==> src/rtl/vga_mode_sequencer_if.sv <==
// vga_mode_sequencer_if
//   Groups the front-panel keys, the frame-boundary strobe and the mode
//   outputs of the VGA mode sequencer into one bundle.
//   master : the side that drives keys/frame_start and observes the mode
//            (timing generator / front panel / testbench).
//   slave  : the mode sequencer itself.
//   Signals:
//     key1_n      advance key, active-low, raw (asynchronous, bouncy)
//     key2_n      auto-mode toggle key, active-low, raw
//     frame_start 1-cycle pulse at the first clock of vsync
//     dis_mode    current 4-bit pattern select
//     mode_chg    1-cycle pulse when dis_mode takes a new value
//     auto_on     auto-cycle active
//     led         mirror of auto_on
interface vga_mode_sequencer_if;
    logic       key1_n;
    logic       key2_n;
    logic       frame_start;
    logic [3:0] dis_mode;
    logic       mode_chg;
    logic       auto_on;
    logic       led;

    modport master (
        output key1_n, key2_n, frame_start,
        input  dis_mode, mode_chg, auto_on, led
    );

    modport slave (
        input  key1_n, key2_n, frame_start,
        output dis_mode, mode_chg, auto_on, led
    );
endinterface

==> src/rtl/vga_mode_sequencer.sv <==
// vga_mode_sequencer
//   Display-mode controller for the VGA test-pattern generator. Debounces the
//   front-panel keys and steps the 4-bit pattern select, applying every change
//   only on a frame_start cycle so no frame ever shows a torn pattern.
//   Optional auto-cycle mode advances the pattern every DWELL_FRAMES frames.
//   Configuration macro: VGA_MODE_SEQ_AUTO_EN
//     defined   -> AUTO state, frame counter and key2 path are built
//     undefined -> fixed manual operation; auto_on/led tied low, key2_n ignored
//   Ports:
//     clk  pixel clock, all logic on posedge
//     rst  synchronous reset, active-high
//     bus  vga_mode_sequencer_if.slave (keys, frame_start, dis_mode,
//          mode_chg, auto_on, led)
module vga_mode_sequencer #(
    parameter int DEBOUNCE_CYC = 90000,
    parameter int NUM_MODES    = 14,
    parameter int DWELL_FRAMES = 120
) (
    input  logic                 clk,
    input  logic                 rst,
    vga_mode_sequencer_if.slave  bus
);

    localparam int             DW        = $clog2(DEBOUNCE_CYC + 1);
    localparam logic [DW-1:0]  DEB_MAX   = DW'(DEBOUNCE_CYC);
    localparam logic [DW-1:0]  DEB_PRE   = DW'(DEBOUNCE_CYC - 1);
    localparam logic [3:0]     LAST_MODE = 4'(NUM_MODES - 1);

    typedef enum logic {
        MANUAL = 1'b0,
        AUTO   = 1'b1
    } state_t;

    // Debounce counter step: cleared by any released sample, otherwise counts
    // up and parks at DEBOUNCE_CYC so a long hold yields only one event.
    function automatic logic [DW-1:0] deb_next(input logic sync_n, input logic [DW-1:0] cnt);
        logic [DW-1:0] nxt;
        if (sync_n) begin
            nxt = {DW{1'b0}};
        end else if (cnt != DEB_MAX) begin
            nxt = cnt + {{(DW-1){1'b0}}, 1'b1};
        end else begin
            nxt = cnt;
        end
        return nxt;
    endfunction

    state_t         state_r;
    state_t         state_nxt_s;
    logic           key1_meta_r;
    logic           key1_sync_r;
    logic [DW-1:0]  key1_cnt_r;
    logic           key1_evt_s;
    logic           key2_evt_s;
    logic           dwell_exp_s;
    logic           adv_req_s;
    logic           apply_s;
    logic           pend_r;
    logic [3:0]     dis_mode_r;
    logic           mode_chg_r;

    // key1 two-flop synchroniser (preset released) and debounce counter
    always_ff @(posedge clk) begin
        if (rst) begin
            key1_meta_r <= 1'b1;
            key1_sync_r <= 1'b1;
            key1_cnt_r  <= {DW{1'b0}};
        end else begin
            key1_meta_r <= bus.key1_n;
            key1_sync_r <= key1_meta_r;
            key1_cnt_r  <= deb_next(key1_sync_r, key1_cnt_r);
        end
    end

    // Event fires on the DEBOUNCE_CYC-1 -> DEBOUNCE_CYC transition only.
    assign key1_evt_s = ~key1_sync_r && (key1_cnt_r == DEB_PRE);

`ifdef VGA_MODE_SEQ_AUTO_EN
    localparam int            FW         = (DWELL_FRAMES > 1) ? $clog2(DWELL_FRAMES) : 1;
    localparam logic [FW-1:0] DWELL_LAST = FW'(DWELL_FRAMES - 1);

    logic           key2_meta_r;
    logic           key2_sync_r;
    logic [DW-1:0]  key2_cnt_r;
    logic [FW-1:0]  frame_cnt_r;
    logic           auto_on_r;

    // key2 two-flop synchroniser (preset released) and debounce counter
    always_ff @(posedge clk) begin
        if (rst) begin
            key2_meta_r <= 1'b1;
            key2_sync_r <= 1'b1;
            key2_cnt_r  <= {DW{1'b0}};
        end else begin
            key2_meta_r <= bus.key2_n;
            key2_sync_r <= key2_meta_r;
            key2_cnt_r  <= deb_next(key2_sync_r, key2_cnt_r);
        end
    end

    assign key2_evt_s  = ~key2_sync_r && (key2_cnt_r == DEB_PRE);

    // Expiry is only honoured in AUTO; the FSM decode gates it by state.
    assign dwell_exp_s = bus.frame_start && (frame_cnt_r == DWELL_LAST);

    // Frames shown in the current mode; restarts on any applied step and on AUTO entry
    always_ff @(posedge clk) begin
        if (rst) begin
            frame_cnt_r <= {FW{1'b0}};
        end else if (apply_s || ((state_r == MANUAL) && (state_nxt_s == AUTO))) begin
            frame_cnt_r <= {FW{1'b0}};
        end else if ((state_r == AUTO) && bus.frame_start) begin
            frame_cnt_r <= frame_cnt_r + {{(FW-1){1'b0}}, 1'b1};
        end else begin
            frame_cnt_r <= frame_cnt_r;
        end
    end

    // auto_on register tracks the state register exactly
    always_ff @(posedge clk) begin
        if (rst) begin
            auto_on_r <= 1'b0;
        end else begin
            auto_on_r <= (state_nxt_s == AUTO);
        end
    end

    assign bus.auto_on = auto_on_r;
    assign bus.led     = auto_on_r;
`else
    logic unused_key2_s;

    assign unused_key2_s = bus.key2_n;
    assign key2_evt_s    = 1'b0;
    assign dwell_exp_s   = 1'b0;
    assign bus.auto_on   = 1'b0;
    assign bus.led       = 1'b0;
`endif

    // FSM state register
    always_ff @(posedge clk) begin
        if (rst) begin
            state_r <= MANUAL;
        end else begin
            state_r <= state_nxt_s;
        end
    end

    // FSM next state (key2 toggles, not frame-gated) and advance-source decode
    always_comb begin
        state_nxt_s = state_r;
        adv_req_s   = 1'b0;
        case (state_r)
            MANUAL: begin
                adv_req_s = pend_r | key1_evt_s;
`ifdef VGA_MODE_SEQ_AUTO_EN
                if (key2_evt_s) begin
                    state_nxt_s = AUTO;
                end else begin
                    state_nxt_s = MANUAL;
                end
`else
                state_nxt_s = MANUAL;
`endif
            end
            AUTO: begin
                adv_req_s = pend_r | key1_evt_s | dwell_exp_s;
                if (key2_evt_s) begin
                    state_nxt_s = MANUAL;
                end else begin
                    state_nxt_s = AUTO;
                end
            end
            default: begin
                state_nxt_s = MANUAL;
                adv_req_s   = 1'b0;
            end
        endcase
    end

    // All sources collapse into one +1 step, and only on a frame boundary.
    assign apply_s = bus.frame_start && adv_req_s;

    // Mode register, change pulse and pending-advance flag
    always_ff @(posedge clk) begin
        if (rst) begin
            dis_mode_r <= 4'd0;
            mode_chg_r <= 1'b0;
            pend_r     <= 1'b0;
        end else begin
            mode_chg_r <= apply_s;
            if (apply_s) begin
                dis_mode_r <= (dis_mode_r == LAST_MODE) ? 4'd0 : dis_mode_r + 4'd1;
                pend_r     <= 1'b0;
            end else if (key1_evt_s) begin
                pend_r     <= 1'b1;
            end else begin
                pend_r     <= pend_r;
            end
        end
    end

    assign bus.dis_mode = dis_mode_r;
    assign bus.mode_chg = mode_chg_r;

endmodule

==> src/flat_wrapper.sv <==
// flat-port wrapper written by rule: the top's interface ports become plain ports
module vga_mode_sequencer_flat 
#(
    parameter int DEBOUNCE_CYC = 90000,
    parameter int NUM_MODES    = 14,
    parameter int DWELL_FRAMES = 120
)
  (clk, rst, bus_key1_n, bus_key2_n, bus_frame_start, bus_dis_mode, bus_mode_chg, bus_auto_on, bus_led);
  vga_mode_sequencer_if bus_i ();
  input  logic clk;
  input  logic rst;
  input wire logic [$bits(bus_i.key1_n)-1:0] bus_key1_n;
  input wire logic [$bits(bus_i.key2_n)-1:0] bus_key2_n;
  input wire logic [$bits(bus_i.frame_start)-1:0] bus_frame_start;
  output wire logic [$bits(bus_i.dis_mode)-1:0] bus_dis_mode;
  output wire logic [$bits(bus_i.mode_chg)-1:0] bus_mode_chg;
  output wire logic [$bits(bus_i.auto_on)-1:0] bus_auto_on;
  output wire logic [$bits(bus_i.led)-1:0] bus_led;
  assign bus_i.key1_n = bus_key1_n;
  assign bus_i.key2_n = bus_key2_n;
  assign bus_i.frame_start = bus_frame_start;
  assign bus_dis_mode = bus_i.dis_mode;
  assign bus_mode_chg = bus_i.mode_chg;
  assign bus_auto_on = bus_i.auto_on;
  assign bus_led = bus_i.led;
  vga_mode_sequencer #(.DEBOUNCE_CYC(DEBOUNCE_CYC), .NUM_MODES(NUM_MODES), .DWELL_FRAMES(DWELL_FRAMES)) u_core (.clk(clk), .rst(rst), .bus(bus_i));
endmodule
==> config.mk <==
export PLATFORM = sky130hd
export DESIGN_NAME = vga_mode_sequencer_flat
export DESIGN_NICKNAME = d
export VERILOG_FILES = /design/src/rtl/vga_mode_sequencer_if.sv /design/src/rtl/vga_mode_sequencer.sv /design/src/flat_wrapper.sv
export SDC_FILE = /design/constraint.sdc
export NUM_CORES = 1
export LEC_CHECK = 0
export ABC_CLOCK_PERIOD_IN_PS = 2100
export BUFFER_PORTS_ARGS = -buffer_cell sky130_fd_sc_hd__buf_4
export CAP_MARGIN = 20
export CORE_MARGIN = 2
export CORE_UTILIZATION = 45
export DETAILED_ROUTE_END_ITERATION = 6
export PLACE_DENSITY_LB_ADDON = 0.08
export SKIP_CTS_REPAIR_TIMING = 1
export SLEW_MARGIN = 15
export SYNTH_ARGS = -nofsm -noshare
export SYNTH_HDL_FRONTEND = slang
export SYNTH_SLANG_ARGS = --single-unit
==> constraint.sdc <==
create_clock -name clk -period 2.1 [get_ports clk]
set_input_delay 0.105 -clock clk [delete_from_list [all_inputs] [get_ports clk]]
set_output_delay 0.105 -clock clk [all_outputs]
set_load 0.005 [all_outputs]
==> flow_metrics.tcl, run 1 <==
set metrics [dict create \
    status "complete, no violations" \
    synth.largest_area_cell "dfxtp_1" \
    wl_per_cell_um 13.1 \
    cts_buffers 3 \
    cp.depth 4 \
    antenna_left 0 \
    p_leak_nw 0.451 \
    ir_worst_vdd_uv 285 \
    ys_ff_latch 25 \
    synth_flop_cell "dfxtp_1" \
    grt_first_pass_wirelength_mm 4.30 \
    skew_ns 0.00589 \
    seq_area_frac_synth_pct 38.4 \
    startpoint_type "flip-flop" \
    synth.area.top_cells "dfxtp_1 (38%), xor2_1 (4.7%), nand2_1 (4.0%), nor2_1 (3.7%), nand3_1 (3.5%)" \
    grt_max_degree 17 \
    gp_congestion 0.756 \
    rsz0062_at_grt "no" \
    drc 0 \
    hold_path_class "input pin to flip-flop" \
    hpwl_mm 1.75 \
    finalNonFillerCells 187 \
    p_per_area_nw_per_um2 522 \
    num_vias 1070 \
    netlist-cell-type-count 42 \
    period_minus_slack_ns 1.70 \
    synth.most_common_cell "dfxtp_1" \
    netlist.area_leader.share_pct 38.4 \
    drive_above_1_share_pct 12.2 \
    r2r-end "u_core.key1_cnt_r[10]$_SDFFE_PP0P_" \
    crit_slowest_cell "dfxtp_1" \
    synth_edf_count 0 \
    fp-row-count 19 \
    end_kind "flip-flop" \
    netlist_area_um2 1300 \
    worstPathCellList "and4_1, nand3_4, or4_1, o21ai_1" \
    dieArea_um2 3340 \
    viasPerCell 5.72 \
    r2r_start "u_core.key1_cnt_r[2]$_SDFFE_PP0P_" \
    worstSetupPathType "flip-flop to flip-flop" \
    required_ns 2.36 \
    crit_buf_inv 0 \
    io_pins 12 \
    port_buffers 8 \
    area_growth_pct 5.85 \
    clock.fmax_mhz 589 \
    core_region_area_um2 2760 \
    die_x_um 57.8 \
    root_buffer "clkbuf_4" \
    nFillCells 272 \
    crit_arrival_ns 1.96 \
    clockBufferDepth 2 \
    syn_avg_cell_area_um2 8.52 \
    clk-insertion-delay-late_ns 0.32 \
    cts.reportedPaths.clkPinSlew_ns 0.14 \
    setup_tns_ns 0 \
    slowest_delay_ns 0.51 \
    hold_viol_final 0 \
    grt_util_all_layers_pct 16.3 \
    final_cell_area_um2 1380 \
    critPathMaxFanout 10 \
    endpoint "u_core.key1_cnt_r[10]$_SDFFE_PP0P_" \
    slew_violations 0 \
    dr.pass1.iters 4 \
    worstRegToRegCells 4 \
    maxCapViolations 0 \
    crit_family "simple AND/OR/NAND/NOR gates" \
    dieHeight_um 57.8 \
    antenna_cells 0 \
    reg2reg_slack_ns 0.40 \
    grt_pass1_vias 976 \
    gr-total-overflow 0 \
    wl_mm 2.46 \
    cts_sinks 25 \
    syn_inst 153 \
    crit_start "u_core.key1_cnt_r[2]$_SDFFE_PP0P_" \
    synthArstFlopShare_pct 0 \
    finalSetupViolCount 0 \
    finalCritPeriodShare_pct 80.8 \
    synth_common_cells "dfxtp_1 (25), nand2_1 (14), nor2_1 (13), nand3_1 (9), xor2_1 (7)" \
    post_dp_cell_area_um2 1340 \
    power.total_w 0.000721 \
    dp.cells 182 \
    start_util_pct 47.3 \
    cts_tree "yes" \
    drt-initial-drc-count 43 \
    yosysWarnings 0 \
    final_net_count 164 \
    antenna_found_initial 0 \
    htree_levels 1 \
]
worst register-to-register path: cells and delay by family, from the launching register on:
| kind | cells | cell delay (ns) |
|---|---|---|
| compound gates | 1 | 0.08 |
| flops | 1 | 0.51 |
| simple gates | 3 | 1.06 |
state kept, by name, indices dropped and copies added, names as in the netlist:
signal and flops:
u_core.bus.dis_mode 4, u_core.bus.mode_chg 1, u_core.key1_cnt_r 17, u_core.key1_meta_r 1, u_core.key1_sync_r 1, u_core.pend_r 1
per-layer routing:
metal / GRT usage (%) / part of all wire (%) / vias to the layer above
met4: 6.98 / 1.8 / 0
met2: 25.3 / 45 / 16
met3: 2.01 / 3.5 / 5
met1: 22.9 / 49 / 498
li1: - / - / 551
met5: 0 / 0 / -
worst min path at each step:
stage	from	endpoint	cells past startpoint
floorplan	bus_key1_n	u_core.key1_meta_r$_SDFF_PP1_	1
CTS	bus_key1_n	u_core.key1_meta_r$_SDFF_PP1_	2
finish	bus_frame_start	u_core.pend_r$_SDFFE_PP0P_	2
detailed placement	bus_key1_n	u_core.key1_meta_r$_SDFF_PP1_	2
global route	bus_frame_start	u_core.pend_r$_SDFFE_PP0P_	2
global placement	bus_key1_n	u_core.key1_meta_r$_SDFF_PP1_	2
through the flow:
step,setup WS (ns),utilization [%],hold WS (ns)
floorplan,0.555,-,0.209
global placement,0.474,48.7,0.291
detailed placement,0.450,48.7,0.300
CTS,0.413,49.7,-0.0459
global route,0.287,50.0,0.0278
finish,0.403,50.0,0.0167
cell usage in the layout (no fill, tap or decap), types with 3 or more instances in the layout:
master	instances
nor3_1	3
nand3_1	9
buf_4	9
dfxtp_1	25
a21oi_1	5
o21ai_0	6
clkbuf_4	3
inv_1	4
nor3b_1	5
xor2_1	7
mux2i_1	3
nand4_1	6
or2_2	3
nand2_1	14
nor2_1	13
or3_1	4
cells by family after synthesis:
logic type / synth area share (%)
xor gates and xnor gates: 4.70
other: 0.288
muxes: 2.30
AOI/OAI and AO/OA: 10.5
DFF: 38.4
adders and majority gates: 1.92
and+or+nand+nor: 35.4
buffers and inverters: 6.53
power by group:
part | switching [W] | total, W | internal [W] | leakage, nW
combinational | 0.0000133 | 0.0000228 | 0.00000949 | 0.234
sequential | 0.00000115 | 0.000478 | 0.000477 | 0.202
clock | 0.000146 | 0.000220 | 0.0000744 | 0.0150
layout make-up:
type | count | area [µm²] | share of cell area, %
tap | 31 | 38.8 | 2.81
inverter | 4 | 15.0 | 1.09
clock buffer | 4 | 26.3 | 1.90
timing repair buffer | 10 | 77.6 | 5.62
multi-input combinational | 113 | 722 | 52.3
sequential | 25 | 500 | 36.3
No activity file was read; power rests on OpenSTA's default activity.
==> run 2: changes to the inputs <==
--- a/config.mk
+++ b/config.mk
@@ -5,7 +5,7 @@
 export SDC_FILE = /design/constraint.sdc
 export NUM_CORES = 1
 export LEC_CHECK = 0
-export ABC_CLOCK_PERIOD_IN_PS = 2100
+export ABC_CLOCK_PERIOD_IN_PS = 1400
 export BUFFER_PORTS_ARGS = -buffer_cell sky130_fd_sc_hd__buf_4
 export CAP_MARGIN = 20
 export CORE_MARGIN = 2
==> constraint.sdc (replaced) <==
create_clock -name clk -period 1.4 [get_ports clk]
set_input_delay 0.07 -clock clk [delete_from_list [all_inputs] [get_ports clk]]
set_output_delay 0.07 -clock clk [all_outputs]
set_load 0.005 [all_outputs]
==> run 2 against run 1 <==
  * The run now ends with setup timing left
  * Final area is 27% higher
  * Die area stayed put
  * Critical path depth stayed put
  * Combinational power is 76% higher
  * Worst setup slack worse by 0.41 ns
  * Total power is 53% higher
  * Final cell count is 14% higher
  * Non-clock buffer count is 26 higher
  * Sequential share of layout area is 7.0 points lower
  * Via count is 8.8% higher
  * Clock-buffer cell count is 1 lower
  * Maximum frequency is 20% higher
  * Largest cell class unchanged
  * Largest power group unchanged
==> flow_metrics.tcl, run 2 (synthesis gave the netlist of run 1 again) <==
set metrics [dict create \
    skew_ns 0.0119 \
    largest_reg_flops 17 \
    gp_congestion 0.773 \
    crit_arrival_ns 1.65 \
    top_register "u_core.key1_cnt_r" \
    rsz0062_at_grt "yes" \
    wl_per_cell_um 13.9 \
    clk-insertion-delay-late_ns 0.32 \
    hold_viol_final 0 \
    gr-total-overflow 0 \
    dp.cells 204 \
    cts_tree "yes" \
    drive_above_1_share_pct 40.7 \
    critPathMaxFanout 3 \
    finalNonFillerCells 213 \
    pre_cts_ws_ns -0.0320 \
    antenna_cells 0 \
    dieArea_um2 3340 \
    p_per_area_nw_per_um2 628 \
    antenna_left 0 \
    slew_headroom_pct 66.1 \
    final_cell_area_um2 1750 \
    grt_first_pass_wirelength_mm 4.54 \
    post_dp_cell_area_um2 1530 \
    slew_violations 0 \
    required_ns 1.64 \
    p_leak_nw 0.610 \
    htree_levels 1 \
    violations "setup timing" \
    layout_commonest_cell "buf_4" \
    utilization_pct 63.5 \
    final_net_count 190 \
    hpwl_mm 2.03 \
    viasPerCell 5.46 \
    core_region_area_um2 2760 \
    root_buffer "clkbuf_4" \
    port_buffers 8 \
    hold_path_class "input pin to flip-flop" \
    worstPathCellList "nor4b_4, and4b_2, nand3_2, a22o_1" \
    finalSetupViolCount 3 \
    start_util_pct 47.3 \
    crit_buf_inv 0 \
    end_kind "flip-flop" \
    grt_pass1_vias 1046 \
    drc 0 \
    ir_worst_vdd_uv 451 \
    period_minus_slack_ns 1.41 \
    maxCapViolations 0 \
    startpoint_type "flip-flop" \
    wl_mm 2.97 \
    cts.reportedPaths.clkPinSlew_ns 0.15 \
    layout_common_cells "buf_4 (31), dfxtp_1 (15), nand2_1 (14), nor2_1 (13), dfxtp_2 (10)" \
    num_vias 1164 \
    antenna_found_initial 0 \
    clock.fmax_mhz 709 \
    area_growth_pct 34.3 \
    crit_slowest_cell "dfxtp_2" \
    setup_tns_ns -0.0243 \
    crit_family "simple AND/OR/NAND/NOR gates" \
    tightestPinTransition_ns 0.507 \
    slowest_delay_ns 0.37 \
    fp-row-count 19 \
    dr.pass1.iters 3 \
    worstSetupPathType "flip-flop to flip-flop" \
    status "finished, violations left" \
    finalCritPeriodShare_pct 101 \
    drt-initial-drc-count 50 \
    setup_slack_ns -0.00951 \
    cts_buffers 3 \
    dieHeight_um 57.8 \
    grt_util_all_layers_pct 17.2 \
    grt_max_degree 17 \
    die_x_um 57.8 \
    clockBufferDepth 2 \
    io_pins 12 \
    cts_sinks 25 \
]
run 2: changes by cell type in the layout (fill, tap and decap cells not counted), moves of 2 or more:
cell	before	now
a21oi_2	0	2
and4_1	2	0
dfxtp_2	0	10
a21oi_1	5	2
buf_6	0	3
buf_4	9	31
nand3_4	2	4
nand3_1	9	6
dfxtp_1	25	15
and4_4	0	2
o31ai_1	2	0
run 2: worst reg2reg max path: stages, from the launching register on:
cell and delay, ns:
dfxtp_2 0.37, nor4b_4 0.27, and4b_2 0.33, nand3_2 0.14, a22o_1 0.21
run 2: stage by stage:
stage / total power, W / hold WS (ns)
after detailed placement: 0.000767 / 0.258
after CTS: 0.00110 / -0.0976
after floorplan: 0.000757 / 0.174
after global routing: 0.00115 / 0.0255
after global placement: 0.000766 / 0.255
final: 0.00110 / 0.0261
run 2: where the power goes:
part           internal (W)  switching, W  leakage, nW
clock              0.000109      0.000233       0.0139
sequential         0.000715    0.00000182        0.207
combinational     0.0000185     0.0000218        0.389
total              0.000843      0.000257        0.610
run 2: cell type report:
class	count	area (µm²)
Fill cell	238	1010
Multi-Input combinational cell	113	867
Sequential cell	25	513
Timing Repair Buffer	36	287
Tap cell	31	38.8
Clock buffer	3	22.5
Inverter	4	15.0
Clock inverter	1	7.51
run 2: routing by layer:
metal | track usage (%) | vias up | wire, µm
met4 | 5.98 | 0 | 18
li1 | - | 601 | -
met3 | 2.01 | 2 | 38
met1 | 25.2 | 555 | 1540
met2 | 26.1 | 6 | 1370
met5 | 0 | - | 0
run 2: path summary, 6_finish.rpt:
check,from,cells past startpoint,slack (ns),to
hold reg to reg,u_core.key1_meta_r$_SDFF_PP1_,1,0.43,u_core.key1_sync_r$_SDFF_PP1_
setup reg to reg,u_core.key1_cnt_r[5]$_SDFFE_PP0P_,4,-0.01,u_core.key1_cnt_r[2]$_SDFFE_PP0P_
setup / recovery,u_core.key1_cnt_r[5]$_SDFFE_PP0P_,4,-0.01,u_core.key1_cnt_r[2]$_SDFFE_PP0P_
hold / removal,rst,2,0.03,u_core.bus.mode_chg$_SDFF_PP0_
==> run 3: changes to the inputs <==
--- a/config.mk
+++ b/config.mk
@@ -11,6 +11,7 @@
 export CORE_MARGIN = 2
 export CORE_UTILIZATION = 45
 export DETAILED_ROUTE_END_ITERATION = 6
+export MAX_ROUTING_LAYER = met4
 export PLACE_DENSITY_LB_ADDON = 0.08
 export SKIP_CTS_REPAIR_TIMING = 1
 export SLEW_MARGIN = 15
==> run 3 against run 2 <==
  * The run still ends with setup timing left
  * Sequential share of layout area unchanged
  * Non-clock buffer count unchanged
  * Critical path type unchanged
  * Flip-flop and latch count unchanged
  * Utilization unchanged
  * Highest routed layer unchanged
  * Critical path depth unchanged
  * Routed wire length decreased by 0.10%
  * Final cell count unchanged
  * Via count about the same
  * Final area unchanged
  * Clock power about the same
==> flow_metrics.tcl, run 3 (synthesis gave the netlist of run 1 again) <==
set metrics [dict create \
    status "finished, violations left" \
    violations "setup timing" \
    period_minus_slack_ns 1.41 \
    cts_sinks 25 \
    cts.reportedPaths.clkPinSlew_ns 0.15 \
    dieArea_um2 3340 \
    largest_reg_flops 17 \
    r2r_start "u_core.key1_cnt_r[5]$_SDFFE_PP0P_" \
    drt-initial-drc-count 48 \
    antenna_left 0 \
    drc 0 \
    cts_tree "yes" \
    end_kind "flip-flop" \
    slowest_delay_ns 0.37 \
    dp.cells 204 \
    clk-insertion-delay-late_ns 0.32 \
    hold_path_startpoint "rst" \
    layout_commonest_cell "buf_4" \
    grt_util_all_layers_pct 17.7 \
    switching_share_pct 23.3 \
    rsz0062_at_grt "yes" \
    seq_power_share_pct 65.2 \
    start_util_pct 47.3 \
    dr.pass1.iters 3 \
    grt_pass1_vias 1047 \
    ir_worst_vdd_uv 451 \
    p_per_area_nw_per_um2 628 \
    gp_congestion 0.783 \
    wl_per_cell_um 13.9 \
    antenna_cells 0 \
    p_switching_w 0.000257 \
    htree_levels 1 \
    root_buffer "clkbuf_4" \
    startpoint_type "flip-flop" \
    internal_power_w 0.000843 \
    maxCapViolations 0 \
    hpwl_mm 2.03 \
    tightestPinTransition_ns 0.500 \
    grt_max_degree 17 \
    hold_path_class "input pin to flip-flop" \
    die_x_um 57.8 \
    hold_slack_ns 0.0266 \
    utilization_pct 63.5 \
    gr-total-overflow 0 \
    p_clk_share_pct 31.1 \
    crit_slowest_cell "dfxtp_2" \
    port_buffers 8 \
    worstPathCellList "nor4b_4, and4b_2, nand3_2, a22o_1" \
    nFillCells 238 \
    pre_cts_ws_ns -0.0320 \
    comb_power_share_pct 3.7 \
    critPathMaxFanout 3 \
    drive_above_1_share_pct 40.7 \
    viasPerCell 5.46 \
    grt_first_pass_wirelength_mm 4.54 \
    setup_slack_ns -0.00859 \
    core_region_area_um2 2760 \
    top_register "u_core.key1_cnt_r" \
    p_leak_nw 0.610 \
    clock.fmax_mhz 710 \
    finalNonFillerCells 213 \
    setup_tns_ns -0.0226 \
    layout_common_cells "buf_4 (31), dfxtp_1 (15), nand2_1 (14), nor2_1 (13), dfxtp_2 (10)" \
    num_vias 1163 \
    skew_ns 0.0113 \
    slew_headroom_pct 66.5 \
    finalSetupViolCount 3 \
    finalCritPeriodShare_pct 101 \
    dieHeight_um 57.8 \
    io_pins 12 \
    worstSetupPathType "flip-flop to flip-flop" \
    hold_viol_final 0 \
    crit_arrival_ns 1.65 \
    slew_violations 0 \
    crit_start "u_core.key1_cnt_r[5]$_SDFFE_PP0P_" \
    antenna_found_initial 0 \
    final_net_count 190 \
    wl_mm 2.96 \
    clockBufferDepth 2 \
    area_growth_pct 34.3 \
    required_ns 1.64 \
    fp-row-count 19 \
    cts_buffers 3 \
]
==> run 3: area by class of cell <==
| cell class | instances | area, µm² | share of cell area [%] |
|---|---|---|---|
| inverters | 4 | 15.0 | 0.858 |
| clock buffers | 3 | 22.5 | 1.29 |
| clock inverters | 1 | 7.51 | 0.429 |
| flip-flops and latches | 25 | 513 | 29.3 |
| multi-input cells | 113 | 867 | 49.5 |
| repair buffers | 36 | 287 | 16.4 |
| well taps | 31 | 38.8 | 2.22 |
==> run 3: path summary, 6_finish.rpt <==
check | end | slack [ns] | cells past startpoint
setup / recovery | u_core.key1_cnt_r[2]$_SDFFE_PP0P_ | -0.009 | 4
hold / removal | u_core.bus.mode_chg$_SDFF_PP0_ | 0.03 | 2
setup reg to reg | u_core.key1_cnt_r[2]$_SDFFE_PP0P_ | -0.009 | 4
hold reg to reg | u_core.key1_sync_r$_SDFF_PP1_ | 0.43 | 1
==> run 3: power by group through the flow <==
stage | clock network [W] | registers, W | logic, W
after global routing | 0.000383 | 0.000718 | 0.0000450
after detailed placement | 0 | 0.000733 | 0.0000340
final | 0.000342 | 0.000717 | 0.0000402
after CTS | 0.000353 | 0.000717 | 0.0000341
after global placement | 0 | 0.000733 | 0.0000335
after floorplan | 0 | 0.000732 | 0.0000246
==> run 3: through the flow <==
stage | power [W] | cell area (µm²)
floorplan | 0.000757 | 1330
global placement | 0.000766 | 1530
detailed placement | 0.000767 | 1530
CTS | 0.00110 | 1560
global route | 0.00115 | 1750
finish | 0.00110 | 1750
==> run 3: worst max-delay path: cells and delay by family (launching register included) <==
family           cells  cell delay (ns)
AO/OA/AOI/OAI        1             0.21
flip-flops           1             0.37
AND/OR/NAND/NOR      3             0.74
==> run 3: layer usage <==
metal	wire [µm]	vias to the layer above	share of wire [%]	GRT usage (%)
met2	1370	6	46	26.1
met4	20	0	0.67	5.98
met5	0	-	0	-
met1	1530	553	52	25.2
li1	-	602	-	-
met3	37	2	1.2	2.01
